<file path="config.mk">
export PLATFORM = sky130hd
export DESIGN_NAME = obj_gfx_shifter
export DESIGN_NICKNAME = d
export VERILOG_FILES = /design/src/rtl/taitosj_obj_pkg.sv /design/src/rtl/obj_plane_shreg.sv /design/src/rtl/obj_gfx_shifter.sv
export SDC_FILE = /design/constraint.sdc
export NUM_CORES = 1
export LEC_CHECK = 0
export BUFFER_PORTS_ARGS = -buffer_cell sky130_fd_sc_hd__buf_2
export CAP_MARGIN = 15
export CORE_MARGIN = 2
export CORE_UTILIZATION = 40
export CTS_CLUSTER_DIAMETER = 150
export DETAILED_ROUTE_END_ITERATION = 12
export PLACE_DENSITY = 0.74
export RECOVER_POWER = 100
export SKIP_CTS_REPAIR_TIMING = 1
export SLEW_MARGIN = 20
export SYNTH_ARGS = -nofsm -noshare
export SYNTH_HDL_FRONTEND = slang
export SYNTH_SLANG_ARGS = --single-unit
</file>
<file path="constraint.sdc">
create_clock -name clkm_48MHZ -period 2.4 [get_ports clkm_48MHZ]
set_input_delay 0.36 -clock clkm_48MHZ [delete_from_list [all_inputs] [get_ports clkm_48MHZ]]
set_output_delay 0.36 -clock clkm_48MHZ [all_outputs]
set_load 0.005 [all_outputs]
</file>
<file path="src/rtl/taitosj_obj_pkg.sv">
`default_nettype none
// ============================================================================
// Package     : taitosj_obj_pkg
// Description : Shared definitions for the object pipeline (object bus and
//               object graphics shifter): default pixel phases, fetch FSM
//               state encoding, and a byte bit-reversal helper.
// Revision    : 1.0 - initial release
// ============================================================================
package taitosj_obj_pkg;

    // Default pixel phases (HN[2:0]) for the graphics fetch and shifter load
    localparam int unsigned c_fetch_ph_default = 3;
    localparam int unsigned c_load_ph_default  = 7;

    // Graphics fetch FSM states
    typedef enum logic [1:0] {
        IDLE  = 2'd0,
        REQ   = 2'd1,
        READY = 2'd2
    } obj_fsm_t;

    // Mirror a byte so that bit 0 becomes the leftmost pixel
    function automatic logic [7:0] bitrev8(input logic [7:0] d);
        logic [7:0] r;
        for (int i = 0; i < 8; i++) begin
            r[i] = d[7-i];
        end
        return r;
    endfunction

endpackage
`default_nettype wire

</file>
<file path="src/rtl/obj_plane_shreg.sv">
`default_nettype none
// ============================================================================
// Module      : obj_plane_shreg
// Description : One bit-plane of the object pixel serialiser. Parallel load
//               with optional horizontal flip, then shifts left with zero
//               fill; the MSB is the current pixel bit.
// Revision    : 1.0 - initial release
// ============================================================================
module obj_plane_shreg
    import taitosj_obj_pkg::*;
(
    input  logic       clkm_48MHZ,
    input  logic       reset,
    input  logic       i_load,
    input  logic       i_shift,
    input  logic       i_flip,
    input  logic [7:0] i_data,
    output logic       o_msb
);

    logic [7:0] r_sh;

    // Load has priority; otherwise drain one pixel per shift strobe
    always_ff @(posedge clkm_48MHZ or posedge reset) begin
        if (reset) begin
            r_sh <= 8'h00;
        end else if (i_load) begin
            r_sh <= i_flip ? bitrev8(i_data) : i_data;
        end else if (i_shift) begin
            r_sh <= {r_sh[6:0], 1'b0};
        end
    end

    assign o_msb = r_sh[7];

endmodule
`default_nettype wire

</file>
<file path="src/rtl/obj_gfx_shifter.sv">
`default_nettype none
// ============================================================================
// Module      : obj_gfx_shifter
// Description : Object graphics fetch and pixel serialiser. Once per 8-pixel
//               slice it latches the object character address, fetches three
//               bit-plane bytes over a req/ack port and shifts 3-bit pixels
//               out on QBUS, one per pixel-clock enable.
// Revision    : 1.0 - initial release
// ============================================================================
module obj_gfx_shifter
    import taitosj_obj_pkg::*;
#(
    parameter int unsigned FETCH_PH = c_fetch_ph_default,
    parameter int unsigned LOAD_PH  = c_load_ph_default,
    parameter int unsigned ADDR_W   = 11
) (
    input  logic              clkm_48MHZ,
    input  logic              reset,
    input  logic              pix_ce,
    input  logic [8:0]        syncbus_HN,
    input  logic [ADDR_W-1:0] OBJ_CHA,
    input  logic              OBJ_CINV,
    input  logic              INRANG,
    output logic              gfx_req,
    output logic [ADDR_W-1:0] gfx_addr,
    input  logic              gfx_ack,
    input  logic [23:0]       gfx_data,
    output logic [2:0]        QBUS,
    output logic              underrun
);

    localparam logic [2:0] c_FETCH = 3'(FETCH_PH);
    localparam logic [2:0] c_LOAD  = 3'(LOAD_PH);

    // A fetch and a load in the same pixel would race on the holding register
    generate
        if (FETCH_PH == LOAD_PH) begin : g_phase_clash
            $error("obj_gfx_shifter: FETCH_PH and LOAD_PH must differ");
        end
    endgenerate

    // ---------------------------------------------------------------- events
    logic w_hbl;
    logic w_fetch_ev;
    logic w_load_ev;
    logic w_shift;
    logic w_unused_hn;

    assign w_hbl       = syncbus_HN[8];
    assign w_fetch_ev  = pix_ce & ~w_hbl & (syncbus_HN[2:0] == c_FETCH);
    assign w_load_ev   = pix_ce & ~w_hbl & (syncbus_HN[2:0] == c_LOAD);
    assign w_shift     = pix_ce & ~w_load_ev;
    assign w_unused_hn = ^syncbus_HN[7:3];

    // ------------------------------------------------------------------- FSM
    obj_fsm_t r_state;
    obj_fsm_t w_state_nxt;
    logic     w_latch;
    logic     w_capture;
    logic     w_clear_hold;
    logic     w_load_hit;
    logic     w_abandon;

    logic [ADDR_W-1:0] r_gfx_addr;
    logic              r_cinv_h;
    logic [23:0]       r_hold;
    logic              r_gen;
    logic              r_req_gen;
    logic              r_hold_gen;
    logic              r_underrun;

    // State register
    always_ff @(posedge clkm_48MHZ or posedge reset) begin
        if (reset) begin
            r_state <= IDLE;
        end else begin
            r_state <= w_state_nxt;
        end
    end

    // Next-state and datapath strobes; a load always wins over a same-cycle ack
    always_comb begin
        w_state_nxt  = r_state;
        w_latch      = 1'b0;
        w_capture    = 1'b0;
        w_clear_hold = 1'b0;
        w_load_hit   = 1'b0;
        w_abandon    = 1'b0;
        unique case (r_state)
            IDLE: begin
                if (w_fetch_ev) begin
                    w_latch = 1'b1;
                    if (INRANG) begin
                        w_state_nxt = REQ;
                    end else begin
                        // Out-of-range row: present a blank slice, no bus access
                        w_clear_hold = 1'b1;
                        w_state_nxt  = READY;
                    end
                end
            end
            REQ: begin
                if (w_load_ev) begin
                    w_abandon   = 1'b1;
                    w_state_nxt = IDLE;
                end else if (gfx_ack) begin
                    w_capture   = 1'b1;
                    w_state_nxt = READY;
                end
            end
            READY: begin
                if (w_load_ev) begin
                    // Data fetched before a later fetch event is stale
                    w_load_hit  = (r_hold_gen == r_gen);
                    w_state_nxt = IDLE;
                end
            end
            default: begin
                w_state_nxt = IDLE;
            end
        endcase
    end

    // Address/attribute latch, holding register and generation tagging
    always_ff @(posedge clkm_48MHZ or posedge reset) begin
        if (reset) begin
            r_gfx_addr <= '0;
            r_cinv_h   <= 1'b0;
            r_hold     <= 24'h000000;
            r_gen      <= 1'b0;
            r_req_gen  <= 1'b0;
            r_hold_gen <= 1'b0;
        end else begin
            if (w_fetch_ev) begin
                r_gen <= ~r_gen;
            end
            if (w_latch) begin
                r_gfx_addr <= OBJ_CHA;
                r_cinv_h   <= OBJ_CINV;
                r_req_gen  <= ~r_gen;
            end
            if (w_clear_hold) begin
                r_hold     <= 24'h000000;
                r_hold_gen <= ~r_gen;
            end
            if (w_capture) begin
                r_hold     <= gfx_data;
                r_hold_gen <= r_req_gen;
            end
        end
    end

    // Sticky flag: a load event arrived while the fetch was still outstanding
    always_ff @(posedge clkm_48MHZ or posedge reset) begin
        if (reset) begin
            r_underrun <= 1'b0;
        end else if (w_abandon) begin
            r_underrun <= 1'b1;
        end
    end

    assign gfx_req  = (r_state == REQ);
    assign gfx_addr = r_gfx_addr;
    assign underrun = r_underrun;

    // ------------------------------------------------------------- shifters
    logic [2:0] w_msb;

    generate
        for (genvar gi = 0; gi < 3; gi++) begin : g_plane
            obj_plane_shreg u_shreg (
                .clkm_48MHZ (clkm_48MHZ),
                .reset      (reset),
                .i_load     (w_load_ev),
                .i_shift    (w_shift),
                .i_flip     (r_cinv_h),
                .i_data     (w_load_hit ? r_hold[8*gi +: 8] : 8'h00),
                .o_msb      (w_msb[gi])
            );
        end
    endgenerate

    assign QBUS = w_msb;

endmodule
`default_nettype wire

</file>
# After elaboration in Yosys (flattened, before gate mapping)
# Index checks and enable logic that the tools add are counted.
# classes
n_eq_ne,8
mux,34
bitwise_logic,7
n_reduce_logical,4
# op_table
op,n
8-bit two-way mux,12
24-bit two-way mux,2
1-bit two-way mux,14
2-bit two-way mux,5
2-bit one-hot mux with 3 select lines,1
1-bit AND,4
2-bit inequality test (second input constant),2
2-bit nonzero test,2
3-bit by 2-bit equality test with 1-bit output (second input constant),1
3-bit equality test (second input constant),1
3-bit by 1-bit inequality test with 1-bit output (second input constant),1
1-bit NOT,3
3-bit AND reduction,1
2-bit by 1-bit equality test with 1-bit output (second input constant),1
2-bit equality test (second input constant),1
2-bit logical NOT,1
1-bit equality test,1
# totals
input_bits,50
register_bits,66
wordCells,64
output_inout_bits,16

# Depth between registers and ports, before layout
# Gate-level depths: netlist (run 1).
# depth
depth_word,8
mapped_depth,6
mapped_depth_nobuf,4

# Cells and area by module
# A second synthesis (run 1) with hierarchy kept.
# unflattened
cells_unflattened,303
hier_area_um2,3533.4
# by_module_without_submodules
mod,instances,seq_area_each_um2,cells_per_inst,area_per_inst_um2
obj_gfx_shifter,1,1051.0,195,2140.8
obj_plane_shreg,3,200.2,36,464.2

# Worst setup path before layout (run 1)
# No wires, ideal clock.
# synth_timing
path_kind,input to register
startpoint,input pix_ce
endpoint,register r_gfx_addr[2] (netlist: gfx_addr[2])
setup_slack_ps,731
arrival_ps,1542
stages,5
path_buffers,2
setup_time_ps,128
t_required_ps,2272
cell_sequence,buf_4 nand4b_4 nor4_4 buf_4 mux2_1
# synth_between
elab_chain_cells,4
# synth_rtl
item,line,source
start: declaration,obj_gfx_shifter.sv:19,"input logic pix_ce,"
1-bit AND (2 in a row),obj_gfx_shifter.sv:50,assign w_fetch_ev = pix_ce & ~w_hbl & (syncbus_HN[2:0] == c_FETCH);
1-bit two-way mux,obj_gfx_shifter.sv:91,if (w_fetch_ev) begin
1-bit two-way mux,obj_gfx_shifter.sv:89,unique case (r_state)
end signal: assignment,obj_gfx_shifter.sv:127,r_gfx_addr <= '0;
end signal: assignment,obj_gfx_shifter.sv:138,r_gfx_addr <= OBJ_CHA;
end: declaration,obj_gfx_shifter.sv:64,logic [ADDR_W-1:0] r_gfx_addr;
# No other way between the ends.
# A chain may end at the register's enable or synchronous reset.

# Final worst setup path (run 1)
# layout_timing
startpoint,register r_gen
endpoint,register g_plane[2].u_shreg.r_sh[6]
# layout_between
elab_chain_cells,6
# layout_rtl
item,line,source
start: declaration,obj_gfx_shifter.sv:67,logic r_gen;
start signal: assignment,obj_gfx_shifter.sv:135,r_gen <= ~r_gen;
1-bit equality test,obj_gfx_shifter.sv:114,w_load_hit = (r_hold_gen == r_gen);
1-bit two-way mux,obj_gfx_shifter.sv:112,if (w_load_ev) begin
1-bit two-way mux,obj_gfx_shifter.sv:89,
8-bit two-way mux,obj_gfx_shifter.sv:177,".i_data (w_load_hit ? r_hold[8*gi +: 8] : 8'h00),"
8-bit two-way mux,obj_plane_shreg.sv:28,r_sh <= i_flip ? bitrev8(i_data) : i_data;
8-bit two-way mux,obj_plane_shreg.sv:27,end else if (i_load) begin
end signal: assignment,obj_plane_shreg.sv:28,
end signal: assignment,obj_plane_shreg.sv:30,"r_sh <= {r_sh[6:0], 1'b0};"
end: declaration,obj_plane_shreg.sv:21,logic [7:0] r_sh;
# No other way between the ends.

==> flow_metrics.env, run 1 <==
export IMPL_die_width_um=89.9
export IMPL_diodes=0
export IMPL_start_kind="flop"
export IMPL_drtIter0Drc=71
export IMPL_synth_top_family_by_area="compound AO/OA/AOI/OAI gates"
export IMPL_placed_area_mm2=0.00337
export IMPL_finalHoldViolCount=0
export IMPL_yosysTopAreaCell="dfrtp_1"
export IMPL_violations="capacitance limit, slew limit"
export IMPL_drc=0
export IMPL_wl_per_cell_um=15.2
export IMPL_slew_headroom=-0.0679
export IMPL_cts_buffer_depth=2
export IMPL_drtAntennaViolNets=0
export IMPL_start_util=0.409
export IMPL_cts_tree="yes"
export IMPL_area_growth_synth_to_final_pct=19.7
export IMPL_avgViaCountPerCell=5.24
export IMPL_synthTopCellsByArea="dfrtp_1 56%, mux2_2 9.9%, a22o_1 7.1%"
export IMPL_first_global_vias=2182
export IMPL_yosysTopAreaCellShare=0.559
export IMPL_core_mm2=0.00721
export IMPL_dr_pass1_iters=5
export IMPL_worst_r2r_path_depth=5
export IMPL_synth_seq_cells=66
export IMPL_rr_startpoint="r_gen"
export IMPL_syn_avg_cell_area_um2=12.1
export IMPL_fin_crit_ps=1750
export IMPL_worstHoldStart="OBJ_CHA[4]"
export IMPL_crit_buf_inv=1
export IMPL_peakVddDrop_mv=0.496
export IMPL_final_area_mm2=0.00354
export IMPL_drt_wl_total_mm=6.18
export IMPL_yosys_cell_types_count=30
export IMPL_path_cells="xor2_1 > nor4b_1 > clkbuf_1 > a22oi_1 > a21oi_1"
export IMPL_setup_violations=0
export IMPL_yosys_warnings=0
export IMPL_grt_pass1_wl_mm=10.3
export IMPL_p_total_mw=3.04
export IMPL_cp_top_family="flip-flops"
export IMPL_clock_sinks=66
export IMPL_gp_congestion=0.790
export IMPL_slowest_delay_ps=440
export IMPL_synth_fa_ha_area_frac=0
export IMPL_criticalPathCategory="reg -> reg"
export IMPL_hp_class="in -> reg"
export IMPL_cts_root_buf="clkbuf_8"
export IMPL_cts_made_buffers=9
export IMPL_p_leak_nw=1.69
export IMPL_antenna_found_initial=0
export IMPL_r2r_slack_ps=650
export IMPL_synth_compound_area_share=0.187
export IMPL_drive_gt1_frac=0.338
export IMPL_routed_via_count=2133
export IMPL_fmax_ghz=0.572
export IMPL_min_to="gfx_addr[4]"
export IMPL_worstPathRequired_ps=2670
export IMPL_cp_arrival_ps=2010
export IMPL_hold_slack_ps=221
export IMPL_outcome="finished, violations left"
export IMPL_finalNonFillerCells=407
export IMPL_crit_slowest_cell="dfrtp_1"
export IMPL_layout_nets=353
export IMPL_port_buffer_count=60
export IMPL_syn_inst=244
export IMPL_slew_viol_final=67
export IMPL_fin_skew_ps=7.54
export IMPL_num_rows=31
export IMPL_rsz0062_at_grt="false"
export IMPL_dp_hpwl_mm=4.03
export IMPL_clk_pin_slew_ps=80
export IMPL_fin_setup_tns_ps=0
export IMPL_synth_simple_area_share=0.0699
export IMPL_end_kind="flop"
export IMPL_min_path_cells=2
export IMPL_place_inst=391
export IMPL_pin_count=66
export IMPL_clock_latency_ps=350
export IMPL_ys_seq_area_frac=0.559
export IMPL_worstMarginPinSlew_ps=1600
export IMPL_die_area_mm2=0.00809
export IMPL_syn_nets=294
export IMPL_synth_xor_area_frac=0.00593
export IMPL_period_share=0.728
export IMPL_syn_cell_area_mm2=0.00295
export IMPL_cts_max_level=3
export IMPL_grt_max_degree=67
export IMPL_grt_overflow=0
export IMPL_powerDensity_mw_per_mm2=860
export IMPL_grt_total_usage=0.160
export IMPL_timing_rr_end="g_plane[2].u_shreg.r_sh[6]"
export IMPL_maxCapViolations=1
export IMPL_synth_mux_area_frac=0.136
export IMPL_die_h_um=89.9
export IMPL_cp_max_fo=7
## report_power, final
group	switching [mW]	internal (mW)	total [mW]
registers	0.135	1.31	1.44
logic	0.244	0.306	0.550
clock network	0.434	0.614	1.05
## worst max-delay path by stage
stage	start	to	slack, ps	cells after the start
after floorplan	reset	g_plane[0].u_shreg.r_sh[0]	390	1
after global placement	syncbus_HN[8]	g_plane[2].u_shreg.r_sh[0]	610	5
after detailed placement	syncbus_HN[8]	g_plane[0].u_shreg.r_sh[0]	590	5
after CTS	r_state[0]	gfx_req	830	2
after global routing	reset	r_hold[2]	510	3
final	r_gen	g_plane[2].u_shreg.r_sh[6]	650	5
## layout make-up
class	instances	area, µm²
inverters	5	18.8
repair buffers	69	365
flip-flops and latches	66	1650
multi-input cells	152	1150
well taps	99	124
clock inverters	6	88.8
fillers	699	3680
clock buffers	10	138
## cell usage after synthesis (all sizes together)
library cell and count:
xor2 2, mux2 33, nand4b 1, nor2 23, o22ai 3, nor2b 1
inv 5, dfrtp 66, nor4b 1, or3 1, and4b 1, and2 1
a22o 24, a311oi 1, mux2i 3, nand2 3, nand2b 1, a21oi 25
nor4 2, nand3b 1, clkbuf 10, a22oi 21, o21ai 2, a21o 2
buf 11
## registers in the layout (all words and copies together), names as in the netlist
register	cells
r_gen	1
r_hold	24
underrun	1
r_req_gen	1
r_cinv_h	1
r_hold_gen	1
gfx_addr	11
r_state	2
g_plane.u_shreg.r_sh	24
## through the flow
step	worst slack, ps	util
after floorplan	385	-
after detailed placement	591	0.467
after global placement	612	0.467
after global routing	510	0.490
after CTS	826	0.498
final	652	0.490
## cells by family after synthesis
group | Yosys count
AOI/OAI and AO/OA | 78
xor gates and xnor gates | 2
buffers and inverters | 26
DFF | 66
muxes | 36
and+or+nand+nor | 36
## worst register-to-register path, stage by stage, from the launching register on
cell and delay (ps):
dfrtp_1 440, xor2_1 180, nor4b_1 420, clkbuf_1 330, a22oi_1 120, a21oi_1 180
## metal layers
layer  track usage  wire length, µm
met4        0.0526               40
met3        0.0587              304
met5             0                0
met1         0.197             2700
met2         0.264             3140
## layout by cell type (no fill, tap or decap), types with 2 or more instances in the layout
| cell | n |
|---|---|
| bufinv_16 | 2 |
| a21oi_1 | 25 |
| clkbuf_1 | 8 |
| mux2_1 | 7 |
| o21ai_0 | 2 |
| nor4_1 | 2 |
| nand2_1 | 3 |
| a21o_1 | 2 |
| clkbuf_8 | 10 |
| mux2_2 | 26 |
| inv_1 | 5 |
| mux2i_1 | 3 |
| clkinvlp_4 | 2 |
| o22ai_1 | 3 |
| buf_2 | 53 |
| buf_4 | 6 |
| nor2_1 | 23 |
| a22oi_1 | 21 |
| a22o_1 | 24 |
| xor2_1 | 2 |
| dfrtp_1 | 66 |
Note: power is estimated with default switching activity, not from simulation.
==> run 2: changes to the inputs <==
--- a/config.mk
+++ b/config.mk
@@ -5,13 +5,14 @@
 export SDC_FILE = /design/constraint.sdc
 export NUM_CORES = 1
 export LEC_CHECK = 0
+export ABC_AREA = 1
 export BUFFER_PORTS_ARGS = -buffer_cell sky130_fd_sc_hd__buf_2
 export CAP_MARGIN = 15
 export CORE_MARGIN = 2
 export CORE_UTILIZATION = 40
 export CTS_CLUSTER_DIAMETER = 150
 export DETAILED_ROUTE_END_ITERATION = 12
-export PLACE_DENSITY = 0.74
+export PLACE_DENSITY = 0.76
 export RECOVER_POWER = 100
 export SKIP_CTS_REPAIR_TIMING = 1
 export SLEW_MARGIN = 20
==> constraint.sdc (replaced) <==
create_clock -name clkm_48MHZ -period 1.5 [get_ports clkm_48MHZ]
set_input_delay 0.225 -clock clkm_48MHZ [delete_from_list [all_inputs] [get_ports clkm_48MHZ]]
set_output_delay 0.225 -clock clkm_48MHZ [all_outputs]
set_load 0.005 [all_outputs]
==> run 2 against run 1 <==
- the run now ends clean
- combinational power up 76%
- flip-flop and latch count stayed put
- global-route usage rose by 0.60 points
- final cell count grew 40%
- area after synthesis rose by 8.1%
- register-to-register slack worse by 500 ps
- clock skew is 1.7 ps higher
- total power grew 61%
- critical endpoint is now gfx_req
- largest cell class unchanged
==> flow_metrics.env, run 2 <==
export IMPL_timing_final_ws_setup_ps=118
export IMPL_routed_via_count=2735
export IMPL_clk_pin_slew_ps=80
export IMPL_path_cells="nor2_1 > buf_4 > buf_2"
export IMPL_drtIter0Drc=152
export IMPL_syn_nets=452
export IMPL_period_share=0.922
export IMPL_peakVddDrop_mv=0.928
export IMPL_gp_congestion=0.790
export IMPL_cp_num_cells=3
export IMPL_dp_hpwl_mm=4.72
export IMPL_cp_arrival_ps=1160
export IMPL_rr_startpoint="r_gen"
export IMPL_place_inst=552
export IMPL_cp_max_fo=4
export IMPL_fin_skew_ps=9.23
export IMPL_synth_common_cells="109 x nand2_1, 66 x dfrtp_1, 62 x nand3_1"
export IMPL_powerDensity_mw_per_mm2=1280
export IMPL_fmax_ghz=0.723
export IMPL_start_kind="flop"
export IMPL_worstPathRequired_ps=1270
export IMPL_cp_top_family="flip-flops"
export IMPL_ys_seq_area_frac=0.518
export IMPL_fill_cells=729
export IMPL_syn_inst=402
export IMPL_grt_total_usage=0.167
export IMPL_crit_buf_inv=2
export IMPL_slew_viol_final=0
export IMPL_grt_pass1_wl_mm=11.5
export IMPL_final_cell_mix="109 x nand2_1, 65 x dfrtp_1, 61 x nand3_1, 51 x buf_2, 43 x a21oi_1"
export IMPL_port_buffer_count=60
export IMPL_wl_per_cell_um=12.0
export IMPL_pin_count=66
export IMPL_synthTopCellsByArea="dfrtp_1 52%, nand2_1 13%, nand3_1 9.7%"
export IMPL_fin_setup_tns_ps=0
export IMPL_cts_tree="yes"
export IMPL_drt_wl_total_mm=6.84
export IMPL_clock_sinks=66
export IMPL_dr_pass1_iters=4
export IMPL_yosys_warnings=0
export IMPL_yosys_cell_types_count=25
export IMPL_yosysTopAreaCell="dfrtp_1"
export IMPL_ys_async_sr_fraction=1.00
export IMPL_setup_violations=0
export IMPL_synth_edf_count=0
export IMPL_grt_max_degree=67
export IMPL_hp_class="in -> reg"
export IMPL_drive_gt1_frac=0.197
export IMPL_endpoint="gfx_req"
export IMPL_grt_overflow=0
export IMPL_timing_rr_end="g_plane[0].u_shreg.r_sh[4]"
export IMPL_die_h_um=93.3
export IMPL_p_leak_nw=2.04
export IMPL_fin_util=0.495
export IMPL_drtAntennaViolNets=0
export IMPL_syn_avg_cell_area_um2=7.94
export IMPL_die_width_um=93.3
export IMPL_end_kind="output pin"
export IMPL_finalNonFillerCells=569
export IMPL_slew_headroom=0.550
export IMPL_r2r_slack_ps=150
export IMPL_yosysTopAreaCellShare=0.518
export IMPL_diodes=0
export IMPL_area_growth_synth_to_final_pct=19.9
export IMPL_drc=0
export IMPL_synth_seq_cells=66
export IMPL_rsz0062_at_grt="false"
export IMPL_place_worst_setup_slack_ps=98.6
export IMPL_slowest_delay_ps=400
export IMPL_clock_latency_ps=350
export IMPL_start_util=0.413
export IMPL_first_global_vias=2530
export IMPL_cts_made_buffers=9
export IMPL_layout_nets=512
export IMPL_crit_slowest_cell="dfrtp_1"
export IMPL_worstMarginPinSlew_ps=674
export IMPL_die_area_mm2=0.00871
export IMPL_cts_max_level=3
export IMPL_synth_ff_type="dfrtp_1"
export IMPL_fin_crit_ps=1380
export IMPL_worst_r2r_path_depth=8
export IMPL_cts_root_buf="clkbuf_8"
export IMPL_maxCapViolations=0
export IMPL_syn_cell_area_mm2=0.00319
export IMPL_synth_most_common_cell="nand2_1"
export IMPL_outcome="complete, no violations"
export IMPL_core_mm2=0.00773
export IMPL_cts_buffer_depth=2
export IMPL_p_total_mw=4.89
export IMPL_antenna_found_initial=0
export IMPL_avgViaCountPerCell=4.81
export IMPL_finalHoldViolCount=0
export IMPL_cp_startpoint="r_state[1]"
export IMPL_criticalPathCategory="reg -> out"
export IMPL_layout_commonest_cell="nand2_1"
export IMPL_num_rows=32
-- run 2: how the worst min path moves through the flow --
stage                       start     endpoint  slack [ps]  cells past startpoint
final                     gfx_ack   r_state[0]          90                      2
after global routing      gfx_ack   r_state[0]          90                      2
after CTS                   reset  gfx_addr[9]         -40                      3
after detailed placement    reset  gfx_addr[9]         350                      3
after global placement      reset  gfx_addr[9]         340                      3
after floorplan           gfx_ack   r_state[0]         330                      1
-- run 2: cell type report --
type	count	area [µm²]	area share
Inverter	33	125	0.0327
Multi-Input combinational cell	275	1250	0.328
Clock inverter	7	93.8	0.0245
Timing Repair Buffer	77	447	0.117
Tap cell	102	128	0.0334
Clock buffer	9	124	0.0324
Sequential cell	66	1650	0.432
-- run 2: worst reg2reg max path, delay by kind of cell, from the launching register on --
kind | cells | cell delay (ps)
AOI/OAI and AO/OA | 1 | 140
buffers and inverters | 1 | 170
DFF | 1 | 440
and+or+nand+nor | 6 | 520
-- run 2: cells by family (layout without fill, tap and decap cells) --
group	count (synthesis)	after routing	synth area share
buf+inv	61	126	0.0890
xor+xnor	1	1	0.00275
simple gates	202	202	0.273
compound gates	72	72	0.117
flops	66	66	0.518
-- run 2: report_power, final --
| part | switching [mW] | total [mW] | internal [mW] |
|---|---|---|---|
| Combinational | 0.547 | 0.969 | 0.422 |
| Clock | 0.715 | 1.65 | 0.932 |
| Sequential | 0.193 | 2.28 | 2.09 |
-- run 2: per-stage QoR --
step,instance area (µm²),hold slack (ps)
final,3820,88.6
after global routing,3820,85.4
after CTS,3850,-37.0
after detailed placement,3630,346
after global placement,3630,338
after floorplan,3190,334
-- run 2: routing by layer --
metal,GRT usage,vias to the layer above,share of wire
met3,0.0411,6,0.046
li1,-,1416,-
met5,0,-,0
met2,0.254,71,0.45
met1,0.232,1242,0.49
met4,0.0600,0,0.015
==> run 3: changes to the inputs <==
--- a/config.mk
+++ b/config.mk
@@ -12,10 +12,13 @@
 export CORE_UTILIZATION = 40
 export CTS_CLUSTER_DIAMETER = 150
 export DETAILED_ROUTE_END_ITERATION = 12
-export PLACE_DENSITY = 0.76
+export GPL_ROUTABILITY_DRIVEN = 0
+export PLACE_DENSITY = 0.75
 export RECOVER_POWER = 100
+export REMOVE_ABC_BUFFERS = 1
 export SKIP_CTS_REPAIR_TIMING = 1
 export SLEW_MARGIN = 20
 export SYNTH_ARGS = -nofsm -noshare
 export SYNTH_HDL_FRONTEND = slang
+export SYNTH_HIERARCHICAL = 1
 export SYNTH_SLANG_ARGS = --single-unit
==> run 3 against run 2 <==
- final area is 8.1% higher
- worst setup slack worse by 51 ps
- clock power is 21% lower
- non-clock buffer count stayed put
- maximum frequency is 3.6% lower
- critical path depth stayed put
- hold slack worse by 14 ps
- synthesized cell count is 13% higher
- sequential share of layout area is 3.3 points lower
- utilization is 1.4 points lower
- flip-flop and latch count stayed put
- area after synthesis is 9.3% higher
- critical path type unchanged
- largest power group unchanged
==> flow_metrics.env, run 3 <==
export IMPL_outcome="complete, no violations"
export IMPL_rsz0062_at_grt="true"
export IMPL_num_rows=34
export IMPL_fin_skew_ps=11.3
export IMPL_fill_cells=858
export IMPL_drc=0
export IMPL_period_share=0.956
export IMPL_multiInputGateArea_mm2=0.00140
export IMPL_synth_top_family_by_area="simple AND/OR/NAND/NOR gates"
export IMPL_cts_tree="yes"
export IMPL_synthTopCellsByArea="dfrtp_1 47%, nand2_1 12%, inv_1 8.1%"
export IMPL_clock_latency_ps=350
export IMPL_setup_violations=0
export IMPL_peakVddDrop_mv=0.611
export IMPL_place_worst_setup_slack_ps=-24.0
export IMPL_timing_final_ws_setup_ps=66.1
export IMPL_finalHoldViolCount=0
export IMPL_yosysTopAreaCellShare=0.474
export IMPL_min_path_cells=3
export IMPL_drtIter0Drc=115
export IMPL_maxCapViolations=0
export IMPL_synth_xor_area_frac=0.00502
export IMPL_syn_avg_cell_area_um2=7.65
export IMPL_cts_buffer_depth=2
export IMPL_antenna_found_initial=0
export IMPL_area_growth_synth_to_final_pct=18.6
export IMPL_yosysTopAreaCell="dfrtp_1"
export IMPL_ys_async_sr_fraction=1.00
export IMPL_clock_sinks=66
export IMPL_fin_setup_tns_ps=0
export IMPL_synth_compound_area_share=0.0915
export IMPL_worstMarginPinSlew_ps=511
export IMPL_dr_pass1_iters=5
export IMPL_cts_root_buf="clkbuf_8"
export IMPL_worst_r2r_path_depth=8
export IMPL_die_width_um=97.4
export IMPL_wl_per_cell_um=11.5
export IMPL_synth_most_common_cell="nand2_1"
export IMPL_synth_edf_count=0
export IMPL_grt_max_degree=38
export IMPL_syn_inst=456
export IMPL_seq_area_mm2=0.00165
export IMPL_die_area_mm2=0.00948
export IMPL_worstPathRequired_ps=1270
export IMPL_fin_util=0.481
export IMPL_drtAntennaViolNets=0
export IMPL_synth_mux_area_frac=0
export IMPL_grt_overflow=0
export IMPL_grt_total_usage=0.161
export IMPL_pin_count=66
export IMPL_diodes=0
export IMPL_final_area_mm2=0.00414
export IMPL_ys_seq_area_frac=0.474
export IMPL_hp_class="in -> reg"
export IMPL_avgViaCountPerCell=4.78
export IMPL_syn_cell_area_mm2=0.00349
export IMPL_yosys_cell_types_count=25
export IMPL_fin_crit_ps=1430
export IMPL_cts_max_level=3
export IMPL_hold_slack_ps=74.6
export IMPL_die_h_um=97.4
export IMPL_dp_hpwl_mm=5.39
export IMPL_drt_wl_total_mm=7.38
export IMPL_routed_via_count=3063
export IMPL_layout_commonest_cell="nand2_1"
export IMPL_port_buffer_count=60
export IMPL_cts_made_buffers=9
export IMPL_clk_pin_slew_ps=80
export IMPL_synth_ff_type="dfrtp_1"
export IMPL_start_util=0.406
export IMPL_start_kind="flop"
export IMPL_slew_viol_final=0
export IMPL_end_kind="output pin"
export IMPL_cp_max_fo=5
export IMPL_criticalPathCategory="reg -> out"
export IMPL_fmax_ghz=0.697
export IMPL_final_cell_mix="109 x nand2_1, 75 x inv_1, 66 x dfrtp_1, 54 x buf_2, 49 x nand3_1"
export IMPL_drive_gt1_frac=0.229
export IMPL_layout_nets=578
export IMPL_p_leak_nw=2.09
export IMPL_cp_arrival_ps=1210
export IMPL_slew_headroom=0.660
export IMPL_yosys_warnings=6
export IMPL_powerDensity_mw_per_mm2=1140
export IMPL_synth_seq_cells=66
export IMPL_synth_fa_ha_area_frac=0
export IMPL_core_mm2=0.00859
export IMPL_grt_pass1_wl_mm=12.5
export IMPL_first_global_vias=2867
export IMPL_placed_area_mm2=0.00391
export IMPL_synth_common_cells="109 x nand2_1, 75 x inv_1, 66 x dfrtp_1"
export IMPL_synth_simple_area_share=0.286
==> run 3: worst max-delay path, stage by stage (launching register included) <==
cell and delay [ps]:
dfrtp_1 410, buf_4 150, nor2_4 150, buf_2 150
==> run 3: metrics by stage <==
| stage | power (mW) | std cells |
|---|---|---|
| after floorplan | 2.98 | 440 |
| after global placement | 3.33 | 623 |
| after detailed placement | 3.40 | 623 |
| after CTS | 4.70 | 639 |
| after global routing | 5.04 | 641 |
| final | 4.72 | 641 |
==> run 3: final timing paths <==
path                       slack [ps]    startpoint                    endpoint
setup / recovery                   70    r_state[1]                     gfx_req
hold / removal                     70  gfx_data[10]                  r_hold[10]
setup reg to reg                   80         r_gen  g_plane[1].u_shreg/r_sh[7]
hold reg to reg                   490   gfx_addr[0]                 gfx_addr[0]
max in group asynchronous         280         reset                  r_hold[19]
min in group asynchronous         420         reset                   r_hold[3]
==> run 3: logic make-up (layout without fill, tap and decap cells) <==
family | count (synthesis) | in the layout
AO/OA/AOI/OAI | 63 | 63
XOR/XNOR | 2 | 2
buffers and inverters | 100 | 177
flip-flops | 66 | 66
AND/OR/NAND/NOR | 225 | 225
==> run 3: metal layers <==
layer  track usage  routed length, µm  vias to the layer above
li1              -                  -                     1559
met1         0.201               3260                     1410
met2         0.267               3610                       80
met3        0.0360                358                       14
met4        0.0716                154                        0
met5             0                  0                        -
==> run 3: final cells by class <==
| class | instances | share of cell area |
|---|---|---|
| Inverter | 84 | 0.0823 |
| Sequential cell | 66 | 0.399 |
| Tap cell | 108 | 0.0327 |
| Timing Repair Buffer | 77 | 0.105 |
| Clock buffer | 9 | 0.0300 |
| Multi-Input combinational cell | 290 | 0.339 |
| Clock inverter | 7 | 0.0112 |
==> run 3: power breakdown <==
part / leakage [nW] / switching, mW / total (mW) / internal [mW]
Sequential: 0.830 / 0.210 / 2.33 / 2.12
Combinational: 1.18 / 0.616 / 1.10 / 0.482
Clock: 0.0810 / 0.708 / 1.30 / 0.591
Total: 2.09 / 1.53 / 4.72 / 3.19
